## config.mk

```make
export PLATFORM = sky130hd
export DESIGN_NAME = pipelined_remult
export DESIGN_NICKNAME = d
export VERILOG_FILES = /design/src/rtl/divider_pkg.sv /design/src/rtl/remult_slice.sv /design/src/rtl/pipelined_remult.sv
export SDC_FILE = /design/constraint.sdc
export NUM_CORES = 1
export LEC_CHECK = 0
export BUFFER_PORTS_ARGS = -buffer_cell sky130_fd_sc_hd__buf_2
export CAP_MARGIN = 20
export CORE_ASPECT_RATIO = 1.25
export CORE_UTILIZATION = 45
export DETAILED_ROUTE_END_ITERATION = 12
export MAX_ROUTING_LAYER = met4
export PLACE_DENSITY = 0.66
export SYNTH_ARGS = -nofsm -noshare
export SYNTH_HDL_FRONTEND = slang
export SYNTH_SLANG_ARGS = --single-unit
```

## constraint.sdc

```tcl
create_clock -name clock -period 5.5 [get_ports clock]
set_input_delay 0.55 -clock clock [delete_from_list [all_inputs] [get_ports clock]]
set_output_delay 0.55 -clock clock [all_outputs]
set_load 0.1 [all_outputs]
```

## src/rtl/divider_pkg.sv

```systemverilog
// Shared definitions for the pipelined divider and its reconstruction multiplier.
package divider_pkg;

  localparam int unsigned DIVIDENDLEN_DEF = 16;
  localparam int unsigned DIVISORLEN_DEF  = 8;

  // Product / datapath width: quotient*divisor + remainder never exceeds this.
  function automatic int unsigned prodlen(input int unsigned dividendlen,
                                          input int unsigned divisorlen);
    return dividendlen + divisorlen;
  endfunction

  localparam int unsigned PRODLEN_DEF = prodlen(DIVIDENDLEN_DEF, DIVISORLEN_DEF);

  // One pipeline stage at the default widths.
  typedef struct packed {
    logic                       valid;
    logic [PRODLEN_DEF-1:0]     acc;
    logic [DIVISORLEN_DEF-1:0]  divisor;
    logic [DIVIDENDLEN_DEF-1:0] quotient;
    logic                       err;
  } stage_t;

endpackage

```

## src/rtl/remult_slice.sv

```systemverilog
// One reconstruction step: add the shifted divisor when this stage's quotient bit is set.
module remult_slice import divider_pkg::*; #(
  parameter int unsigned SHIFT       = 0,
  parameter int unsigned DIVIDENDLEN = DIVIDENDLEN_DEF,
  parameter int unsigned DIVISORLEN  = DIVISORLEN_DEF
) (
  input  logic [prodlen(DIVIDENDLEN, DIVISORLEN)-1:0] acc_i,
  input  logic [DIVISORLEN-1:0]                       divisor_i,
  input  logic                                        qbit_i,
  output logic [prodlen(DIVIDENDLEN, DIVISORLEN)-1:0] acc_o
);

  localparam int unsigned PRODLEN = prodlen(DIVIDENDLEN, DIVISORLEN);

  logic [PRODLEN-1:0] addend;

  // Unsigned PRODLEN-wide add; the carry out can never be set for legal operands.
  always_comb begin
    addend = PRODLEN'(divisor_i) << SHIFT;
    acc_o  = qbit_i ? acc_i + addend : acc_i;
  end

endmodule

```

## src/rtl/pipelined_remult.sv

```systemverilog
// Pipelined quotient*divisor + remainder, one quotient bit per stage, MSB first,
// with whole-pipeline backpressure.
module pipelined_remult import divider_pkg::*; #(
  parameter int unsigned DIVIDENDLEN = DIVIDENDLEN_DEF,
  parameter int unsigned DIVISORLEN  = DIVISORLEN_DEF
) (
  input  logic                                        clock,
  input  logic                                        reset,
  input  logic                                        in_valid,
  output logic                                        in_ready,
  input  logic [DIVIDENDLEN-1:0]                      quotient,
  input  logic [DIVISORLEN-1:0]                       divisor,
  input  logic [DIVISORLEN-1:0]                       remainder,
  output logic                                        out_valid,
  input  logic                                        out_ready,
  output logic [prodlen(DIVIDENDLEN, DIVISORLEN)-1:0] product,
  output logic                                        err
);

  localparam int unsigned PRODLEN = prodlen(DIVIDENDLEN, DIVISORLEN);
  localparam int unsigned N       = DIVIDENDLEN;

  typedef struct packed {
    logic                   valid;
    logic [PRODLEN-1:0]     acc;
    logic [DIVISORLEN-1:0]  divisor;
    logic [DIVIDENDLEN-1:0] quotient;
    logic                   err;
  } rm_stage_t;

  rm_stage_t          stage_q [N];
  rm_stage_t          feed    [N];
  logic [PRODLEN-1:0] sum     [N];
  logic               stall;

  // Handshake: only a full, unaccepted last stage blocks the pipe.
  always_comb begin
    stall     = stage_q[N-1].valid && !out_ready;
    in_ready  = !stall;
    out_valid = stage_q[N-1].valid;
    product   = stage_q[N-1].acc;
    err       = stage_q[N-1].err;
  end

  // Stage inputs: slice 0 is fed from the operand ports, slice k from stage k-1.
  always_comb begin
    feed[0] = '{valid:    in_valid,
                acc:      PRODLEN'(remainder),
                divisor:  divisor,
                quotient: quotient,
                err:      (remainder >= divisor)};
    for (int k = 1; k < N; k++) begin
      feed[k] = stage_q[k-1];
    end
  end

  for (genvar k = 0; k < N; k++) begin : g_slice
    remult_slice #(
      .SHIFT       (N - 1 - k),
      .DIVIDENDLEN (DIVIDENDLEN),
      .DIVISORLEN  (DIVISORLEN)
    ) u_slice (
      .acc_i     (feed[k].acc),
      .divisor_i (feed[k].divisor),
      .qbit_i    (feed[k].quotient[N-1-k]),
      .acc_o     (sum[k])
    );
  end

  // Stage registers: all advance together unless stalled; data moves only with a valid item.
  always_ff @(posedge clock) begin
    if (reset) begin
      for (int k = 0; k < N; k++) begin
        stage_q[k] <= '0;
      end
    end else if (!stall) begin
      for (int k = 0; k < N; k++) begin
        stage_q[k].valid <= feed[k].valid;
        if (feed[k].valid) begin
          stage_q[k].acc      <= sum[k];
          stage_q[k].divisor  <= feed[k].divisor;
          stage_q[k].quotient <= feed[k].quotient;
          stage_q[k].err      <= feed[k].err;
        end
      end
    end
  end

endmodule

```

==> results.md <==
- Result of the run: complete, no violations
- Maximum number of pins on one net before global-route repair: 116
- Final net count: 2823
- IO Count: 63
- Gate count after technology mapping: 2592
- PD cells: 308.5 nW/um^2
- Area fraction in and, or, nand and nor cells after synthesis: 17.97%
- Crit Path Max Fanout: 27
- Main combinational cell family by area after synthesis: simple AND/OR/NAND/NOR gates
- Detailed Routing Iterations Pass 1: 5
- Minimum clock period: 3.023 ns
- Count of nets left with antenna violations after detail routing: 0
- Post-synthesis compound-gate area fraction: 9.605%
- Y dimension of the die: 298.8 um
- Input/output buffers: 62
- First-pass GRT wire length: 96980 um
- Portion of the post-synthesis area used by sequential elements: 59.36%
- Critical path startpoint category: flip-flop
- Post-placement cell area: 32980 sq um
- Initial antenna violation count: 1
- Final core utilization: 50.57%
- Average vias per placed instance: 5.485
- Worst hold-check path type: in2reg
- Synthesized-area fraction occupied by adder cells: 5.719%
- CTS root buffer: sky130_fd_sc_hd__clkbuf_16
- Wirelength, routed: 59080 um
- TritonCTS clock tree: built
- Crit-path most repeated cell: sky130_fd_sc_hd__nand2b_1
- Leakage Power: 13.23 nW
- Pint: 8.350 mW
- Cells resized by post-CTS repair: 0
- Count of cell types in the netlist: 78
- Worst Path Required: 5.89 ns
- Top register by number of flip-flops: stage_q
- Vias in the first global route: 20290
- Clock buffer depth: 3
- Die width: 239.5 um
- Leading cell type in the layout, fill and taps excluded: sky130_fd_sc_hd__edfxtp_1
- Slew at the pin closest to its max-slew limit: 1.032 ns
- Seq pwr share: 51.8%
- Clock buffers created by TritonCTS: 68
- Slowest Stage Delay on Critical Path: 0.68 ns
- Clock Latency Late Sink: 0.61 ns
- Multiplexer share of the synthesized area: 2.982%
- Fraction of registers with async set/reset: 0%
- DP Worst Slack: 2.049 ns
- Syn Nets: 2764
- Grt total ovfl: 0
- Achievable clock frequency: 330.7 MHz
- Final HPWL from detailed placement: 43950 um
- Total number of H-tree levels: 3
- Post-synth top area share: 59.36%
- Switching power share of the total: 23.10%
- WP data arrival: 3.41 ns
- Post-Synthesis Cell Area: 31720 sq um
- Fraction of power consumed by the clock network: 40.6%
- Sw power: 2.508 mW
- # clock sinks: 627
- Post-route fraction of the period consumed by the critical path: 54.97%
- Parity-gate share of the synthesized area counting xor and xnor cells: 2.347%
- Setup CP Type: reg2reg
- Fraction of final layout cells sized beyond drive strength 1: 8.451%
- DRT iter0 DRCs: 938
- Library cell contributing the largest single delay on the critical path: sky130_fd_sc_hd__inv_1
- Maximum resistive drop on vdd: 0.2376 mV
- Relative slew slack: 31.21%
- Via count of the routed design: 19930
- Routed length per placed instance: 16.26 um
- Area enclosed by the die boundary: 71560 sq um
- CP cell instances: nand2b_1, buf_4, and2_1, nand2_1, inv_1, nand2b_1, o41ai_1
- Layout overhead on the synthesized area: 10.95%
- Final worst clock skew: 0.01406 ns
- Number of rows in the core area: 108
- Predominant post-synthesis flop cell: sky130_fd_sc_hd__edfxtp_1
- Setup crit end kind: flip-flop
- Post-synth top area cell: sky130_fd_sc_hd__edfxtp_1
- Mean instance size in the synthesized netlist: 12.24 sq um
- Setup ws final: 2.477 ns
- Synthesis-stage register bit count: 627
- Endpoints failing hold: 0
- Residual DRC: 0
- Global router's overall resource usage: 17.25%
- Largest cells by area after synthesis: sky130_fd_sc_hd__edfxtp_1 (59%), sky130_fd_sc_hd__and2_1 (5.6%), sky130_fd_sc_hd__ha_1 (4.8%), sky130_fd_sc_hd__nor2_1 (2.3%), sky130_fd_sc_hd__nor2b_1 (2.2%)
- RSZ-0062 raised after global routing: no
- Worst-path clk slew: 0.06 ns
- Synth warnings: 0
- Setup TNS: 0 ns
- Max-capacitance violation count: 0
- Design area: 35190 sq um
- Post-synth EDFFs: 627
- Total of endpoints with negative setup slack in the final report: 0
- Max-slew violation count: 0
- Commonest cells after routing, fill and taps aside: sky130_fd_sc_hd__edfxtp_1 (627), sky130_fd_sc_hd__and2_1 (283), sky130_fd_sc_hd__nor2_1 (193)
- Largest regs: stage_q (627)
- Fraction of power consumed by combinational cells: 7.7%
- Total core area: 69590 sq um
- Number of buffers inserted to repair setup after CTS: 0
- Count of filler cells inserted in the layout: 5907
- Flip-flop count of the largest register after layout: 627
- Routability-driven placement congestion ratio: 0.8692
- Overall power after layout: 10.86 mW
- Starting density of the core: 45.58%
- Count of hold-fix buffers inserted at cts: 0
cells in the mapped netlist, drive strengths merged, types with 15 or more instances:
| cell type | count |
|---|---|
| a211oi | 48 |
| a21o | 37 |
| a21oi | 130 |
| and2 | 283 |
| and3 | 40 |
| buf | 29 |
| clkbuf | 68 |
| edfxtp | 627 |
| fa | 15 |
| ha | 121 |
| inv | 67 |
| mux2 | 28 |
| mux2i | 63 |
| nand2 | 126 |
| nand3 | 64 |
| nand3b | 17 |
| nand4 | 30 |
| nor2 | 193 |
| nor2b | 110 |
| nor3 | 27 |
| o211ai | 21 |
| o21a | 28 |
| o21ai | 84 |
| o31ai | 24 |
| or3 | 48 |
| or4 | 31 |
| xnor2 | 65 |
| xor2 | 20 |
final cells by class:
class | instances | area (sq um) | share of cell area [%]
sequential | 627 | 18830 | 53.50
multi-input combinational | 1800 | 12260 | 34.82
clock buffer | 89 | 1802 | 5.119
tap | 935 | 1170 | 3.324
timing repair buffer | 86 | 541.8 | 1.539
clock inverter | 28 | 339.1 | 0.9635
inverter | 68 | 255.2 | 0.7253
antenna | 1 | 2.502 | 0.007110
through the flow:
step | std cells | hold WS [ns]
after global routing | 3634 | 0.2041
after CTS | 3629 | 0.1699
after floorplan | 2592 | 0.4967
final | 3634 | 0.2113
after global placement | 3512 | 0.4978
after detailed placement | 3512 | 0.5026
critical path: cells and delay by family, from the launching register on:
kind	cells	cell delay [ns]
compound gates	1	0.31
buf+inv	2	0.95
flops	1	0.38
simple gates	4	1.14
final timing paths:
kind,endpoint,startpoint,cells past startpoint,slack [ns]
max,stage_q[1][89],stage_q[1][399],7,2.48
min,stage_q[0][9],quotient[8],2,0.21
max reg2reg,stage_q[1][89],stage_q[1][399],7,2.48
min reg2reg,stage_q[0][230],stage_q[0][180],1,0.51
power by group through the flow:
| stage | Clock, mW | Sequential, mW | Combinational, mW |
|---|---|---|---|
| after floorplan | 0 | 5.75 | 0.576 |
| after global placement | 0 | 5.72 | 0.800 |
| after detailed placement | 0 | 5.72 | 0.826 |
| after CTS | 4.51 | 5.62 | 0.830 |
| after global routing | 4.68 | 5.65 | 0.921 |
| final | 4.41 | 5.62 | 0.831 |
kinds of logic after synthesis:
logic type	Yosys count
DFF	627
AOI/OAI and AO/OA	459
and+or+nand+nor	1029
buffers and inverters	165
xor gates and xnor gates	85
adders and majority gates	136
muxes	91
layer usage:
layer	vias to the layer above	global-route usage (%)	part of all wire (%)
li1	9779	-	-
met1	9696	15.41	35
met2	350	34.95	59
met3	108	2.503	3.0
met4	0	7.158	2.8
met5	-	-	0
Power figures use the tool's default switching activity.
